$ cat src/rtl/mem_stage_if.sv
// rtl/mem_stage_if.sv - SRAM-like data-memory bus between the MEM stage and data memory
// The stage is the master: it raises req, memory answers with addr_ok then data_ok.
interface mem_stage_if;
  logic        data_sram_req;
  logic        data_sram_wr;
  logic [1:0]  data_sram_size;
  logic [3:0]  data_sram_wstrb;
  logic [31:0] data_sram_addr;
  logic [31:0] data_sram_wdata;
  logic        data_sram_addr_ok;
  logic        data_sram_data_ok;
  logic [31:0] data_sram_rdata;

  modport master (
    output data_sram_req, data_sram_wr, data_sram_size, data_sram_wstrb,
           data_sram_addr, data_sram_wdata,
    input  data_sram_addr_ok, data_sram_data_ok, data_sram_rdata
  );

  modport slave (
    input  data_sram_req, data_sram_wr, data_sram_size, data_sram_wstrb,
           data_sram_addr, data_sram_wdata,
    output data_sram_addr_ok, data_sram_data_ok, data_sram_rdata
  );
endinterface

$ cat src/rtl/mem_stage.sv
// rtl/mem_stage.sv - pipeline MEM stage: data-memory access, mul/div collection, WB register
// A three-state FSM tracks the one outstanding memory transaction of the current instruction.
module mem_stage #(
  parameter logic [31:0] RESET_PC = 32'h1c000000
) (
  input  logic        clk,
  input  logic        rst,
  input  logic        in_valid_i,
  output logic        in_ready_o,
  output logic        out_valid_o,
  input  logic        out_ready_i,
  input  logic [31:0] pc_i,
  input  logic [7:0]  load_op_i,
  input  logic [2:0]  mul_op_i,
  input  logic [3:0]  div_op_i,
  input  logic        res_from_mul_i,
  input  logic        res_from_div_i,
  input  logic        res_from_mem_i,
  input  logic        gr_we_i,
  input  logic        mem_we_i,
  input  logic [4:0]  dest_i,
  input  logic [31:0] alu_result_i,
  input  logic [31:0] rkd_value_i,
  input  logic        mul_resp_valid_i,
  output logic        mul_resp_ready_o,
  input  logic [63:0] mul_result_i,
  input  logic        div_resp_valid_i,
  output logic        div_resp_ready_o,
  input  logic [31:0] div_quotient_i,
  input  logic [31:0] div_remainder_i,
  mem_stage_if.master dsram,
  output logic [31:0] pc_out_o,
  output logic        gr_we_out_o,
  output logic [4:0]  dest_out_o,
  output logic [31:0] final_result_out_o
);

  typedef enum logic [1:0] {IDLE = 2'd0, DATA = 2'd1, HOLD = 2'd2} state_e;

  state_e      state_q, state_d;
  logic [31:0] rdata_buf_q;
  logic        out_valid_q;
  logic [31:0] pc_out_q;
  logic        gr_we_out_q;
  logic [4:0]  dest_out_q;
  logic [31:0] final_result_q;

  logic        mem_op, ready_go, handoff, sram_req, buf_we;
  logic        is_byte, is_half;
  logic [31:0] load_src, load_shifted, mem_result, final_result_d;

  assign mem_op   = in_valid_i & (res_from_mem_i | mem_we_i);
  assign ready_go = ~in_valid_i |
                    ((~mem_op | ((state_q == DATA) & dsram.data_sram_data_ok) | (state_q == HOLD)) &
                     (~res_from_mul_i | mul_resp_valid_i) &
                     (~res_from_div_i | div_resp_valid_i));
  assign handoff  = in_valid_i & ready_go & out_ready_i;

  assign in_ready_o       = ~rst & (~in_valid_i | (ready_go & out_ready_i));
  assign mul_resp_ready_o = in_valid_i & res_from_mul_i & out_ready_i & ready_go;
  assign div_resp_ready_o = in_valid_i & res_from_div_i & out_ready_i & ready_go;

  always_comb begin
    state_d  = state_q;
    sram_req = 1'b0;
    buf_we   = 1'b0;
    case (state_q)
      IDLE: begin
        sram_req = mem_op;
        if (mem_op & dsram.data_sram_addr_ok) state_d = DATA;
      end
      DATA: begin
        // Without a same-cycle handoff the response would be lost, so park it.
        if (dsram.data_sram_data_ok) begin
          if (handoff) begin
            state_d = IDLE;
          end else begin
            state_d = HOLD;
            buf_we  = 1'b1;
          end
        end
      end
      HOLD: begin
        if (handoff) state_d = IDLE;
      end
      default: state_d = IDLE;
    endcase
  end

  always_ff @(posedge clk) begin
    if (rst) begin
      state_q     <= IDLE;
      rdata_buf_q <= 32'h0;
    end else begin
      state_q <= state_d;
      if (buf_we) rdata_buf_q <= dsram.data_sram_rdata;
    end
  end

  assign is_byte = load_op_i[0] | load_op_i[3] | load_op_i[5];
  assign is_half = load_op_i[1] | load_op_i[4] | load_op_i[6];

  always_comb begin
    dsram.data_sram_req   = sram_req;
    dsram.data_sram_wr    = mem_we_i;
    dsram.data_sram_addr  = alu_result_i;
    dsram.data_sram_size  = is_byte ? 2'd0 : (is_half ? 2'd1 : 2'd2);
    dsram.data_sram_wstrb = 4'b0000;
    dsram.data_sram_wdata = rkd_value_i;
    if (load_op_i[5]) begin
      dsram.data_sram_wstrb = 4'b0001 << alu_result_i[1:0];
      dsram.data_sram_wdata = {4{rkd_value_i[7:0]}};
    end else if (load_op_i[6]) begin
      dsram.data_sram_wstrb = alu_result_i[1] ? 4'b1100 : 4'b0011;
      dsram.data_sram_wdata = {2{rkd_value_i[15:0]}};
    end else if (load_op_i[7]) begin
      dsram.data_sram_wstrb = 4'b1111;
    end
  end

  assign load_src     = (state_q == HOLD) ? rdata_buf_q : dsram.data_sram_rdata;
  assign load_shifted = load_src >> {alu_result_i[1:0], 3'b000};

  always_comb begin
    mem_result = load_shifted;
    if (load_op_i[0])      mem_result = {{24{load_shifted[7]}}, load_shifted[7:0]};
    else if (load_op_i[1]) mem_result = {{16{load_shifted[15]}}, load_shifted[15:0]};
    else if (load_op_i[3]) mem_result = {24'h0, load_shifted[7:0]};
    else if (load_op_i[4]) mem_result = {16'h0, load_shifted[15:0]};
  end

  always_comb begin
    final_result_d = alu_result_i;
    if (res_from_mem_i)
      final_result_d = mem_result;
    else if (res_from_mul_i)
      final_result_d = (mul_op_i[2] | mul_op_i[1]) ? mul_result_i[63:32] : mul_result_i[31:0];
    else if (res_from_div_i)
      final_result_d = (div_op_i[0] | div_op_i[2]) ? div_quotient_i : div_remainder_i;
  end

  always_ff @(posedge clk) begin
    if (rst) begin
      out_valid_q    <= 1'b0;
      pc_out_q       <= RESET_PC;
      gr_we_out_q    <= 1'b0;
      dest_out_q     <= 5'd0;
      final_result_q <= 32'h0;
    end else begin
      if (out_ready_i) out_valid_q <= in_valid_i & ready_go;
      if (handoff) begin
        pc_out_q       <= pc_i;
        gr_we_out_q    <= gr_we_i;
        dest_out_q     <= dest_i;
        final_result_q <= final_result_d;
      end
    end
  end

  assign out_valid_o        = out_valid_q;
  assign pc_out_o           = pc_out_q;
  assign gr_we_out_o        = gr_we_out_q;
  assign dest_out_o         = dest_out_q;
  assign final_result_out_o = final_result_q;

endmodule
$ cat src/flat_wrapper.sv
// flat-port wrapper written by rule: the top's interface ports become plain ports
module mem_stage_flat 
#(
  parameter logic [31:0] RESET_PC = 32'h1c000000
)
  (clk, rst, in_valid_i, in_ready_o, out_valid_o, out_ready_i, pc_i, load_op_i, mul_op_i, div_op_i, res_from_mul_i, res_from_div_i, res_from_mem_i, gr_we_i, mem_we_i, dest_i, alu_result_i, rkd_value_i, mul_resp_valid_i, mul_resp_ready_o, mul_result_i, div_resp_valid_i, div_resp_ready_o, div_quotient_i, div_remainder_i, pc_out_o, gr_we_out_o, dest_out_o, final_result_out_o, dsram_data_sram_req, dsram_data_sram_wr, dsram_data_sram_size, dsram_data_sram_wstrb, dsram_data_sram_addr, dsram_data_sram_wdata, dsram_data_sram_addr_ok, dsram_data_sram_data_ok, dsram_data_sram_rdata);
  mem_stage_if dsram_i ();
  input  logic clk;
  input  logic rst;
  input  logic in_valid_i;
  output logic in_ready_o;
  output logic out_valid_o;
  input  logic out_ready_i;
  input  logic [31:0] pc_i;
  input  logic [7:0] load_op_i;
  input  logic [2:0] mul_op_i;
  input  logic [3:0] div_op_i;
  input  logic res_from_mul_i;
  input  logic res_from_div_i;
  input  logic res_from_mem_i;
  input  logic gr_we_i;
  input  logic mem_we_i;
  input  logic [4:0] dest_i;
  input  logic [31:0] alu_result_i;
  input  logic [31:0] rkd_value_i;
  input  logic mul_resp_valid_i;
  output logic mul_resp_ready_o;
  input  logic [63:0] mul_result_i;
  input  logic div_resp_valid_i;
  output logic div_resp_ready_o;
  input  logic [31:0] div_quotient_i;
  input  logic [31:0] div_remainder_i;
  output logic [31:0] pc_out_o;
  output logic gr_we_out_o;
  output logic [4:0] dest_out_o;
  output logic [31:0] final_result_out_o;
  output wire logic [$bits(dsram_i.data_sram_req)-1:0] dsram_data_sram_req;
  output wire logic [$bits(dsram_i.data_sram_wr)-1:0] dsram_data_sram_wr;
  output wire logic [$bits(dsram_i.data_sram_size)-1:0] dsram_data_sram_size;
  output wire logic [$bits(dsram_i.data_sram_wstrb)-1:0] dsram_data_sram_wstrb;
  output wire logic [$bits(dsram_i.data_sram_addr)-1:0] dsram_data_sram_addr;
  output wire logic [$bits(dsram_i.data_sram_wdata)-1:0] dsram_data_sram_wdata;
  input wire logic [$bits(dsram_i.data_sram_addr_ok)-1:0] dsram_data_sram_addr_ok;
  input wire logic [$bits(dsram_i.data_sram_data_ok)-1:0] dsram_data_sram_data_ok;
  input wire logic [$bits(dsram_i.data_sram_rdata)-1:0] dsram_data_sram_rdata;
  assign dsram_data_sram_req = dsram_i.data_sram_req;
  assign dsram_data_sram_wr = dsram_i.data_sram_wr;
  assign dsram_data_sram_size = dsram_i.data_sram_size;
  assign dsram_data_sram_wstrb = dsram_i.data_sram_wstrb;
  assign dsram_data_sram_addr = dsram_i.data_sram_addr;
  assign dsram_data_sram_wdata = dsram_i.data_sram_wdata;
  assign dsram_i.data_sram_addr_ok = dsram_data_sram_addr_ok;
  assign dsram_i.data_sram_data_ok = dsram_data_sram_data_ok;
  assign dsram_i.data_sram_rdata = dsram_data_sram_rdata;
  mem_stage #(.RESET_PC(RESET_PC)) u_core (.clk(clk), .rst(rst), .in_valid_i(in_valid_i), .in_ready_o(in_ready_o), .out_valid_o(out_valid_o), .out_ready_i(out_ready_i), .pc_i(pc_i), .load_op_i(load_op_i), .mul_op_i(mul_op_i), .div_op_i(div_op_i), .res_from_mul_i(res_from_mul_i), .res_from_div_i(res_from_div_i), .res_from_mem_i(res_from_mem_i), .gr_we_i(gr_we_i), .mem_we_i(mem_we_i), .dest_i(dest_i), .alu_result_i(alu_result_i), .rkd_value_i(rkd_value_i), .mul_resp_valid_i(mul_resp_valid_i), .mul_resp_ready_o(mul_resp_ready_o), .mul_result_i(mul_result_i), .div_resp_valid_i(div_resp_valid_i), .div_resp_ready_o(div_resp_ready_o), .div_quotient_i(div_quotient_i), .div_remainder_i(div_remainder_i), .dsram(dsram_i), .pc_out_o(pc_out_o), .gr_we_out_o(gr_we_out_o), .dest_out_o(dest_out_o), .final_result_out_o(final_result_out_o));
endmodule
$ cat config.mk
export PLATFORM = sky130hd
export DESIGN_NAME = mem_stage_flat
export DESIGN_NICKNAME = d
export VERILOG_FILES = /design/src/rtl/mem_stage_if.sv /design/src/rtl/mem_stage.sv /design/src/flat_wrapper.sv
export SDC_FILE = /design/constraint.sdc
export NUM_CORES = 1
export LEC_CHECK = 0
export ABC_AREA = 1
export BUFFER_PORTS_ARGS = -buffer_cell sky130_fd_sc_hd__buf_2
export CAP_MARGIN = 20
export CORE_AREA = 5 5 167 169
export CTS_CLUSTER_DIAMETER = 60
export DETAILED_ROUTE_END_ITERATION = 6
export DIE_AREA = 0 0 172 174
export GPL_TIMING_DRIVEN = 0
export RECOVER_POWER = 25
export SLEW_MARGIN = 15
export SYNTH_ARGS = -nofsm -noshare
export SYNTH_HDL_FRONTEND = slang
export SYNTH_SLANG_ARGS = --single-unit
$ cat constraint.sdc
create_clock -name clk -period 3.1 [get_ports clk]
set_clock_uncertainty 0.15 [all_clocks]
set_input_delay 0.31 -clock clk [delete_from_list [all_inputs] [get_ports clk]]
set_output_delay 0.31 -clock clk [all_outputs]
set_load 0.01 [all_outputs]
==> summary.txt <==
result of the run = finished clean
total grt overflow = 0
Pwr per Cell Area = 359 nW/um^2
fill cell total of the finished layout = 3016
final hold violations = 0
arrival time of data at the critical path endpoint = 1.95 ns
initial antenna violation count = 7
Max transition margin = 50.7%
clock root cell = clkbuf_16
count of yosys warnings during synthesis = 0
first-pass GRT wire length = 51.3 mm
number of nets in the finished design = 1924
effective utilization at floorplan = 27.4%
number of hold buffers added after CTS = 1
Post-Synthesis Mean Instance Area = 6.05 um^2
kind of cell with the highest combined delay on the critical path = buffers and inverters
number of cell rows = 60
Std-Cell Core Area = 26400 um^2
1st-pass router iterations = 5
final count of negative-setup-slack endpoints = 0
LEAKAGE = 4.92 nW
distinct cell type count of the synthesized netlist = 35
share of layout cells above drive strength 1 = 30.2%
CTS Buf Count = 9
cell-by-cell trace of the critical path = buf_2, inv_2, o21ai_0, nor2_1, nand3_2, buf_2, nor2_1, buf_2
number of H-tree levels = 3
DRC viols = 0
vias after detailed routing = 9527
DIE HEIGHT = 174 um
Max Cap Viol = 0
worst-path cell with the longest stage delay = nand3_2
nets in the synthesized netlist = 1486
asr flop ratio synth = 0%
Final Wtd Congestion = 0.912
Max IR drop VDD = 224 uV
Yosys top cell area share = 29.0%
global-route usage over all layers = 22.2%
number of clock sinks = 105
Critical Path Source Type = input port
Final Routed Wirelength = 36.0 mm
synthesized instance count = 1197
Clock Latency Late Sink = 0.35 ns
path type of the worst setup path = in -> out
post-CTS setup-driven buffer insertion count = 0
Buffers & Inverters on Critical Path = 4
sequential area share after synthesis = 29.0%
average detailed-routed wire length per instance = 18.1 um
number of buffers inserted by port buffering = 426
Syn-to-layout area delta = 38.6%
path type of the worst min-delay path = in -> reg
vias per inst = 4.80
PostCTS Resize Cnt = 0
instance area at placement = 9800 um^2
leading register cell type out of synthesis = dfxtp_1
commonest cells in the synthesized netlist = nand2_1 (370), o21ai_0 (157), nor2_1 (121)
Slew Viols, Final = 0
measured slew at the worst slew-check pin = 0.737 ns
Die X = 172 um
I/O Pins = 435
share of the clock period used by the worst path after layout = 77.8%
required time of the critical path = 2.64 ns
post-layout minimum cycle time = 2.41 ns
Total Die Area = 29900 um^2
top cells by area, synth = dfxtp_1 (29%), nand2_1 (19%), o21ai_0 (11%)
number of global-route vias before repair = 8874
highest clock rate = 415 MHz
flops & latches, synth = 105
DPL Wire Length = 30.5 mm
count leader, synth = nand2_1
clock-pin slew reported for the worst setup and hold paths after clock tree synthesis = 0.08 ns
drt initial violations = 527
netlist area before placement = 7240 um^2
clock tree buffer depth = 2
unrepaired setup endpoints after global routing = false
most area-hungry cell type in the Yosys netlist = dfxtp_1
final design instance area without fill = 10000 um^2
antenna viol nets, final = 0
CTS tree = done
largest net degree at the start of global routing = 20
cell repeated most along the worst path = buf_2
critical path fanouts, max = 10
final setup TNS = 0 ns
Total Power = 0.00360 W
maximum cell stage delay along the critical path = 0.35 ns
type of element capturing the critical path = output pin
number of enable flip-flop cells after synthesis = 0
Hold Worst Slack = 0.00825 ns
## kinds of logic (layout without fill, tap and decap cells)
kind of cell | Yosys count | count (layout) | synth area share (%)
AOI/OAI and AO/OA | 331 | 331 | 24.9
buffers and inverters | 200 | 643 | 14.0
DFF | 105 | 105 | 29.0
muxes | 8 | 8 | 1.24
other | 0 | 5 | 0
and+or+nand+nor | 553 | 553 | 30.8
## worst reg2reg max path, cell delays in order, from the launching register on
cell and delay, ns:
dfxtp_1 0.36, inv_2 0.11, nand2_4 0.07, buf_6 0.16, buf_4 0.18, o21ai_0 0.50
o211ai_1 0.22, nand2_1 0.11, nand2_1 0.06, nand2_1 0.06, a21oi_1 0.06
## stage by stage
step,worst slack [ns],std cells,utilization (%)
finish,0.689,1986,38.0
global route,0.545,1986,38.0
CTS,0.669,1981,38.2
detailed placement,0.666,1964,37.1
global placement,0.678,1964,37.1
floorplan,1.38,1197,-
## layout by cell type (no fill, tap or decap), drive strengths merged
cell,n
nand3,47
nand2,376
o21bai,1
clkinv,2
a31oi,26
o21ai,166
nor3,1
o22ai,1
a21oi,107
dfxtp,105
inv,79
clkinvlp,2
nor2,124
diode,5
mux2,8
nor4,3
nand3b,1
o221ai,7
dlygate4sd3,1
buf,450
clkbuf,109
o211ai,23
nand4,1
## power by group
group          leakage [nW]  internal (W)  switching [W]
clock network         0.134      0.000566       0.000585
registers             0.852       0.00140      0.0000252
logic                  3.93      0.000406       0.000624
total                  4.92       0.00237        0.00123
## sequential cells by signal, indices dropped and copies added, names as in the netlist
register / flops
u_core.final_result_out_o: 32
u_core.pc_out_o: 32
u_core.gr_we_out_o: 1
u_core.dest_out_o: 5
u_core.rdata_buf_q: 32
u_core.out_valid_o: 1
u_core.state_q: 2
## area by class of cell
| class | count | area [um^2] | share of cell area [%] |
|---|---|---|---|
| flip-flops and latches | 105 | 2100 | 21.0 |
| diodes | 5 | 12.5 | 0.125 |
| multi-input cells | 892 | 4120 | 41.1 |
| plain buffers | 123 | 722 | 7.20 |
| clock buffers | 10 | 229 | 2.28 |
| clock inverters | 6 | 60.1 | 0.599 |
| well taps | 341 | 427 | 4.25 |
| inverters | 77 | 289 | 2.88 |
| repair buffers | 427 | 2070 | 20.6 |
## worst paths after layout
check                           slack [ns]                    from  cells after the start                       endpoint
worst max register to register        0.94       u_core.state_q[0]                     10  u_core.final_result_out_o[10]
worst min-delay path                 0.008                pc_i[27]                      3            u_core.pc_out_o[27]
worst min register to register        0.31  u_core.rdata_buf_q[23]                      2         u_core.rdata_buf_q[23]
worst max-delay path                  0.69          res_from_mul_i                      8               mul_resp_ready_o
## metal layers
layer | vias up | GRT usage (%) | share of wire (%)
met2 | 376 | 39.6 | 50
met5 | - | 0 | 0.061
met3 | 46 | 3.87 | 7.4
met1 | 4339 | 26.9 | 40
met4 | 4 | 7.21 | 2.4
li1 | 4762 | - | -
(Power assumes the default switching activity.)
